$ cat config.mk
export PLATFORM = sky130hd
export DESIGN_NAME = mt_stream_adapter_flat
export DESIGN_NICKNAME = d
export VERILOG_FILES = /design/src/rtl/mt_stream_adapter_pkg.sv /design/src/rtl/mt_stream_adapter_if.sv /design/src/rtl/mt_stream_adapter_fifo.sv /design/src/rtl/mt_stream_adapter.sv /design/src/flat_wrapper.sv
export SDC_FILE = /design/constraint.sdc
export NUM_CORES = 2
export LEC_CHECK = 0
export ABC_AREA = 1
export BUFFER_PORTS_ARGS = -buffer_cell sky130_fd_sc_hd__buf_2
export CORE_AREA = 2 2 388 390
export CTS_CLUSTER_DIAMETER = 120
export DETAILED_ROUTE_END_ITERATION = 6
export DIE_AREA = 0 0 390 392
export HOLD_SLACK_MARGIN = 0.03
export RECOVER_POWER = 25
export SETUP_SLACK_MARGIN = 0.15
export SYNTH_ARGS = -nofsm -noshare
export SYNTH_HDL_FRONTEND = slang
export SYNTH_SLANG_ARGS = --single-unit
$ cat constraint.sdc
create_clock -name clk -period 17.41 [get_ports clk]
set_clock_uncertainty 0.2 [all_clocks]
set_input_delay 0.8705 -clock clk [delete_from_list [all_inputs] [get_ports clk]]
set_output_delay 0.8705 -clock clk [all_outputs]
set_load 0.005 [all_outputs]
$ cat src/rtl/mt_stream_adapter_pkg.sv
// Shared types for the Mersenne-twister stream adapter.
//   mt_word_t  : one 32-bit tempered generator word
//   mt_entry_t : one buffered result (data word plus end-of-block tag)
//   MT_MUL_W   : width of the full scaling product
package mt_pkg;

  typedef logic [31:0] mt_word_t;

  typedef struct packed {
    mt_word_t data;
    logic     last;
  } mt_entry_t;

  localparam int MT_MUL_W = 64;

endpackage

$ cat src/rtl/mt_stream_adapter_if.sv
// Handshake bundle for the stream adapter.
//   Generator side : gen_trig (request), gen_ready, gen_last, gen_num (word, cycle after trig)
//   Consumer side  : out_valid, out_ready, out_data, out_last
// master = adapter view, slave = generator/consumer environment view.
interface mt_stream_adapter_if;
  import mt_pkg::*;

  logic     gen_trig;
  logic     gen_ready;
  logic     gen_last;
  mt_word_t gen_num;
  logic     out_valid;
  logic     out_ready;
  mt_word_t out_data;
  logic     out_last;

  modport master (
    output gen_trig, out_valid, out_data, out_last,
    input  gen_ready, gen_last, gen_num, out_ready
  );

  modport slave (
    input  gen_trig, out_valid, out_data, out_last,
    output gen_ready, gen_last, gen_num, out_ready
  );

endinterface

$ cat src/rtl/mt_stream_adapter_fifo.sv
// Register-based synchronous FIFO, first-word-fall-through.
//   clk, rst          : clock, synchronous active-high reset (storage cleared too)
//   push, push_data   : write one entry
//   pop, pop_data     : pop_data always shows the head entry (registered storage)
//   full, empty, count: occupancy
module mt_sync_fifo
  import mt_pkg::*;
#(
  parameter int  DEPTH = 8,
  parameter type T     = mt_entry_t
) (
  input  logic                     clk,
  input  logic                     rst,
  input  logic                     push,
  input  T                         push_data,
  input  logic                     pop,
  output T                         pop_data,
  output logic                     full,
  output logic                     empty,
  output logic [$clog2(DEPTH):0]   count
);

  localparam int PTR_W = $clog2(DEPTH);

  T                 mem_q [DEPTH];
  T                 mem_d [DEPTH];
  logic [PTR_W-1:0] wr_ptr_q, wr_ptr_d;
  logic [PTR_W-1:0] rd_ptr_q, rd_ptr_d;
  logic [PTR_W:0]   count_q, count_d;

  // Pointers wrap naturally because DEPTH is a power of two.
  always_comb begin
    mem_d    = mem_q;
    wr_ptr_d = wr_ptr_q;
    rd_ptr_d = rd_ptr_q;
    count_d  = count_q;
    if (push) begin
      mem_d[wr_ptr_q] = push_data;
      wr_ptr_d        = wr_ptr_q + 1'b1;
    end
    if (pop) begin
      rd_ptr_d = rd_ptr_q + 1'b1;
    end
    case ({push, pop})
      2'b10:   count_d = count_q + 1'b1;
      2'b01:   count_d = count_q - 1'b1;
      default: count_d = count_q;
    endcase
  end

  always_ff @(posedge clk) begin
    if (rst) begin
      mem_q    <= '{default: '0};
      wr_ptr_q <= '0;
      rd_ptr_q <= '0;
      count_q  <= '0;
    end else begin
      mem_q    <= mem_d;
      wr_ptr_q <= wr_ptr_d;
      rd_ptr_q <= rd_ptr_d;
      count_q  <= count_d;
    end
  end

  assign pop_data = mem_q[rd_ptr_q];
  assign full     = (count_q == (PTR_W+1)'(DEPTH));
  assign empty    = (count_q == '0);
  assign count    = count_q;

endmodule

$ cat src/rtl/mt_stream_adapter.sv
// Consumer of the Mersenne-twister generator: requests words, optionally scales
// them into [0,bound) by multiply-high, buffers them and streams them out.
//   clk, rst : clock, synchronous active-high reset
//   en       : allow new trig requests (in-flight words still land when low)
//   bound    : scaling range, 0 = raw word; captured together with the word
//   bus      : generator handshake (gen_*) and output stream (out_*)
module mt_stream_adapter
  import mt_pkg::*;
#(
  parameter int DEPTH = 8
) (
  input  logic                 clk,
  input  logic                 rst,
  input  logic                 en,
  input  mt_word_t             bound,
  mt_stream_adapter_if.master  bus
);

  localparam int CNT_W = $clog2(DEPTH) + 1;

  logic [CNT_W-1:0]    fifo_count;
  logic                fifo_full;
  logic                fifo_empty;
  mt_entry_t           push_entry;
  mt_entry_t           pop_entry;
  logic                push;
  logic                pop;
  logic                gen_trig;
  logic [CNT_W:0]      credit_used;
  logic [MT_MUL_W-1:0] prod;

  logic       trig_q, trig_d;
  logic       trig_last_q, trig_last_d;
  logic [1:0] inflight_q, inflight_d;
  logic       s1_valid_q, s1_valid_d;
  mt_word_t   s1_num_q, s1_num_d;
  mt_word_t   s1_bound_q, s1_bound_d;
  logic       s1_last_q, s1_last_d;

  always_comb begin
    // Credit uses registered occupancy only; a same-cycle pop is not credited,
    // which keeps the issue path free of the output handshake.
    credit_used = {1'b0, fifo_count} + (CNT_W+1)'(inflight_q);
    gen_trig    = !rst && en && bus.gen_ready && (credit_used < (CNT_W+1)'(DEPTH));

    trig_d      = gen_trig;
    trig_last_d = gen_trig && bus.gen_last;

    // S1 captures the word the cycle after trig; bound is frozen here.
    s1_valid_d = trig_q;
    s1_num_d   = trig_q ? bus.gen_num     : s1_num_q;
    s1_bound_d = trig_q ? bound           : s1_bound_q;
    s1_last_d  = trig_q ? trig_last_q     : s1_last_q;

    prod            = MT_MUL_W'(s1_num_q) * MT_MUL_W'(s1_bound_q);
    push            = s1_valid_q;
    push_entry.data = (s1_bound_q == '0) ? s1_num_q : 32'(prod >> 32);
    push_entry.last = s1_last_q;

    pop        = !fifo_empty && bus.out_ready;
    inflight_d = inflight_q + 2'(gen_trig) - 2'(push);
  end

  always_ff @(posedge clk) begin
    if (rst) begin
      trig_q      <= 1'b0;
      trig_last_q <= 1'b0;
      inflight_q  <= '0;
      s1_valid_q  <= 1'b0;
      s1_num_q    <= '0;
      s1_bound_q  <= '0;
      s1_last_q   <= 1'b0;
    end else begin
      trig_q      <= trig_d;
      trig_last_q <= trig_last_d;
      inflight_q  <= inflight_d;
      s1_valid_q  <= s1_valid_d;
      s1_num_q    <= s1_num_d;
      s1_bound_q  <= s1_bound_d;
      s1_last_q   <= s1_last_d;
    end
  end

  mt_sync_fifo #(
    .DEPTH (DEPTH),
    .T     (mt_entry_t)
  ) u_fifo (
    .clk       (clk),
    .rst       (rst),
    .push      (push),
    .push_data (push_entry),
    .pop       (pop),
    .pop_data  (pop_entry),
    .full      (fifo_full),
    .empty     (fifo_empty),
    .count     (fifo_count)
  );

  // The credit check must make a push into a full FIFO impossible.
  a_no_overflow: assert property (@(posedge clk) disable iff (rst) !(push && fifo_full));

  assign bus.gen_trig  = gen_trig;
  assign bus.out_valid = !fifo_empty;
  assign bus.out_data  = pop_entry.data;
  assign bus.out_last  = pop_entry.last;

endmodule

$ cat src/flat_wrapper.sv
// flat-port wrapper written by rule: the top's interface ports become plain ports
module mt_stream_adapter_flat import mt_pkg::*;
#(
  parameter int DEPTH = 8
)
  (clk, rst, en, bound, bus_gen_trig, bus_out_valid, bus_out_data, bus_out_last, bus_gen_ready, bus_gen_last, bus_gen_num, bus_out_ready);
  mt_stream_adapter_if bus_i ();
  input  logic clk;
  input  logic rst;
  input  logic en;
  input  mt_word_t bound;
  output wire logic [$bits(bus_i.gen_trig)-1:0] bus_gen_trig;
  output wire logic [$bits(bus_i.out_valid)-1:0] bus_out_valid;
  output wire logic [$bits(bus_i.out_data)-1:0] bus_out_data;
  output wire logic [$bits(bus_i.out_last)-1:0] bus_out_last;
  input wire logic [$bits(bus_i.gen_ready)-1:0] bus_gen_ready;
  input wire logic [$bits(bus_i.gen_last)-1:0] bus_gen_last;
  input wire logic [$bits(bus_i.gen_num)-1:0] bus_gen_num;
  input wire logic [$bits(bus_i.out_ready)-1:0] bus_out_ready;
  assign bus_gen_trig = bus_i.gen_trig;
  assign bus_out_valid = bus_i.out_valid;
  assign bus_out_data = bus_i.out_data;
  assign bus_out_last = bus_i.out_last;
  assign bus_i.gen_ready = bus_gen_ready;
  assign bus_i.gen_last = bus_gen_last;
  assign bus_i.gen_num = bus_gen_num;
  assign bus_i.out_ready = bus_out_ready;
  mt_stream_adapter #(.DEPTH(DEPTH)) u_core (.clk(clk), .rst(rst), .en(en), .bound(bound), .bus(bus_i));
endmodule
==> impl_metrics.py <==
metrics = {
    "yosys": {
        "synth_top_area_share_pct": 34.7,
        "synth-seq-area-share_pct": 13.3,
        "yosys.cell_count.top_type": "inv_1",
        "async_reset_ff_share_pct": 0,
        "ys_top_cells_by_count": "inv_1 (2021), nand2_1 (1778), fa_1 (896)",
        "ys_seq_elements": 344,
        "synth.area.top_cells": "fa_1 (35%), inv_1 (15%), dfxtp_1 (13%)",
        "yosysWarnings": 0,
        "synth-edff-count": 0,
        "synthFlopType": "dfxtp_1",
        "syn_nets": 8528,
        "synth_top_area_cell": "fa_1",
        "yosysUniqueCellTypes": 38,
        "synth_cells": 7294,
        "netlist_area_mm2": 0.0518,
        "synth_area_per_cell_um2": 7.10,
    },
    "power_and_ir_drop": {
        "power.density_mw_per_mm2": 44.1,
        "p_comb_share_pct": 29.1,
        "irDropWorstVdd_uv": 73.6,
        "p_leak_nw": 31.8,
        "p_sw_share_pct": 37.9,
        "pwr-share-clk_pct": 36.1,
        "cell_internal_pwr_mw": 1.51,
        "switching_power_mw": 0.921,
        "seqPwrFrac_pct": 34.9,
    },
    "critical_path": {
        "cp_num_buf_inv": 4,
        "endpoint_kind": "flip-flop",
        "cpPeakStageDelay_ns": 3.19,
        "cp-start-kind": "primary input",
        "cp_common_cell": "clkbuf_1",
        "required_ns": 17.69,
        "path_max_fanout": 95,
        "worstPathArrival_ns": 10.54,
        "r2r_cells": 23,
        "r2r_start": "u_core.s1_bound_q[29]",
        "worst-setup-path-type": "in -> reg",
        "cp_slowest_cell": "clkbuf_1",
        "path_cells": "clkbuf_1, clkbuf_1, clkbuf_1, nor2_1, nand2_1, inv_1",
        "r2r-end": "u_core.u_fifo.mem_q[203]",
        "crit_family": "buffers and inverters",
        "rrSetupSlack_ns": 9.16,
    },
    "run_status": {
        "violations": "capacitance limit, slew limit",
        "status": "complete, but fails checks",
    },
    "placed_design": {
        "port_buffers": 104,
        "place.gp.congestion": 0.968,
        "pre_cts_ws_ns": 9.33,
        "hpwl_mm": 115,
    },
    "routing": {
        "vias_per_cell": 4.83,
        "wl_per_cell_um": 17.4,
        "vias": 43846,
        "antenna_left": 0,
        "first_iter_violations": 3716,
        "drc": 0,
        "drt-total-wl_mm": 158,
        "firstDrtPassIters": 5,
    },
    "timing": {
        "max_freq_ghz": 0.0975,
        "tightest_slew_ns": 4.31,
        "fin_ws_ns": 7.15,
        "setup_tns_ns": 0,
        "period_share_pct": 58.9,
        "slew_headroom_pct": -187,
        "setup_violations": 0,
        "layout_min_cycle_time_ns": 10.26,
        "drv_slew": 513,
        "hold_viol": 0,
        "grt_setup_unrepaired": "false",
    },
    "final_layout": {
        "area_delta_synth_final_pct": 6.46,
        "fill_cells": 15789,
        "fin_nets": 8342,
        "antennaDiodeCount": 0,
        "drive_above_1_share_pct": 4.29,
    },
    "hold_path": {
        "whs_path_depth": 2,
        "hp-start": "u_core.trig_last_q",
        "hold_path_class": "reg -> reg",
        "holdPathEnd": "u_core.s1_last_q",
    },
    "clock_network": {
        "hold_buffers": 0,
        "ctsResizeCount": 0,
        "clkSinkCount": 344,
        "clock_latency_ns": 0.65,
        "h-tree-depth": 2,
        "postCtsSetupRepairBufs": 0,
        "cts_tree": "done",
        "cts.clk_slew.worst_paths_ns": 0.06,
        "cts_buffer_depth": 3,
        "root_buffer": "clkbuf_16",
        "cts_made_buffers": 42,
    },
    "floorplan": {
        "fp.dieH_um": 392,
        "core_area_mm2": 0.149,
        "dieArea_mm2": 0.153,
        "io-pin-count": 105,
        "start_util_pct": 34.8,
        "chipWidth_um": 390,
        "row_count": 142,
    },
    "run": {
        "cap_violations": 7,
    },
    "global_routing": {
        "overflow": 0,
        "first_global_vias": 44885,
        "antenna_found_initial": 2,
        "track_usage_pct": 21.1,
        "grt_max_degree": 96,
        "grt_pass1_wl_mm": 254,
    },
}
==> per-layer routing <==
layer,global-route usage [%],vias up,share of wire [%]
li1,-,20543,-
met1,29.3,21660,44
met2,35.1,1434,47
met3,1.90,209,6.4
met4,5.52,0,2.6
met5,0,-,0
==> registers in the layout (all words and copies together), names as in the netlist <==
signal                  cells
u_core.s1_last_q            1
u_core.u_fifo.wr_ptr_q      3
u_core.push                 1
u_core.s1_bound_q          32
u_core.trig_last_q          1
u_core.inflight_q           2
u_core.s1_valid_d           1
u_core.s1_num_q            32
u_core.u_fifo.mem_q       264
u_core.u_fifo.count         4
u_core.u_fifo.rd_ptr_q      3
==> cell usage in the layout, fill, tap and decap left out, drive strengths merged <==
master       n
a2111oi      2
a211oi       4
a21o         7
a21oi      428
a311o        1
a31oi       33
and3         1
buf        178
clkbuf      73
clkinv       7
clkinvlp     4
dfxtp      344
fa         896
ha         268
inv       2024
nand2     1808
nand3      329
nand3b       9
nand4        7
nor2       475
nor3        18
nor3b        2
nor4         5
o21a         5
o21ai      191
o21bai       8
o22ai        1
or2          1
xnor2        4
xor2         6
==> worst reg2reg max path, delay by kind of cell, from the launching register on <==
family,cells,cell delay [ns]
adders and majority gates,9,4.20
AOI/OAI and AO/OA,3,0.77
buffers and inverters,3,0.48
and+or+nand+nor,8,1.46
DFF,1,1.01
==> power by group through the flow <==
| stage | combinational [mW] | clock [mW] | sequential (mW) |
|---|---|---|---|
| after global placement | 0.702 | 0 | 0.864 |
| final | 0.707 | 0.877 | 0.848 |
| after CTS | 0.712 | 0.899 | 0.847 |
| after detailed placement | 0.708 | 0 | 0.865 |
| after global routing | 0.780 | 0.928 | 0.850 |
| after floorplan | 0.468 | 0 | 0.827 |
==> cells by family (layout without fill, tap and decap cells) <==
kind of cell / after synthesis / after routing / share of synthesized area [%]
simple gates: 2655 / 2655 / 20.8
compound gates: 680 / 680 / 6.80
xor+xnor: 10 / 10 / 0.169
fa+ha+maj: 1164 / 1164 / 41.1
buf+inv: 2441 / 2286 / 17.8
flops: 344 / 344 / 13.3
==> area by class of cell <==
| class | count | area (µm²) | area share (%) |
|---|---|---|---|
| tap | 1944 | 2430 | 4.41 |
| multi-input combinational | 4509 | 35700 | 64.8 |
| clock inverter | 11 | 130 | 0.236 |
| timing repair buffer | 187 | 1120 | 2.04 |
| clock buffer | 64 | 1230 | 2.24 |
| inverter | 2024 | 7600 | 13.8 |
| sequential | 344 | 6900 | 12.5 |
==> stage by stage <==
step / std cells / hold WS, ns / utilization [%] / cell area [µm²] / power, mW
6_report: 9083 / 0.251 / 37.0 / 55100 / 2.43
3_5_place_dp: 9008 / 0.247 / 36.1 / 53800 / 1.57
3_3_place_gp: 9008 / 0.245 / 36.1 / 53800 / 1.57
4_1_cts: 9083 / 0.228 / 37.0 / 55100 / 2.46
5_1_grt: 9083 / 0.259 / 37.0 / 55100 / 2.56
2_1_floorplan: 7294 / 0.231 / - / 51800 / 1.29
==> worst max-delay path by stage <==
| stage | from | endpoint | cells past startpoint | slack [ns] |
|---|---|---|---|---|
| 6_report | rst | u_core.u_fifo.mem_q[239] | 6 | 7.15 |
| 2_1_floorplan | u_core.s1_num_q[31] | u_core.u_fifo.mem_q[121] | 29 | 10.47 |
| 3_3_place_gp | u_core.s1_bound_q[29] | u_core.u_fifo.mem_q[203] | 23 | 9.37 |
| 5_1_grt | rst | u_core.u_fifo.mem_q[8] | 6 | 6.35 |
| 4_1_cts | u_core.s1_bound_q[29] | u_core.u_fifo.mem_q[84] | 25 | 9.26 |
| 3_5_place_dp | u_core.s1_bound_q[29] | u_core.u_fifo.mem_q[249] | 25 | 9.33 |
No activity file was read; power rests on OpenSTA's default activity.
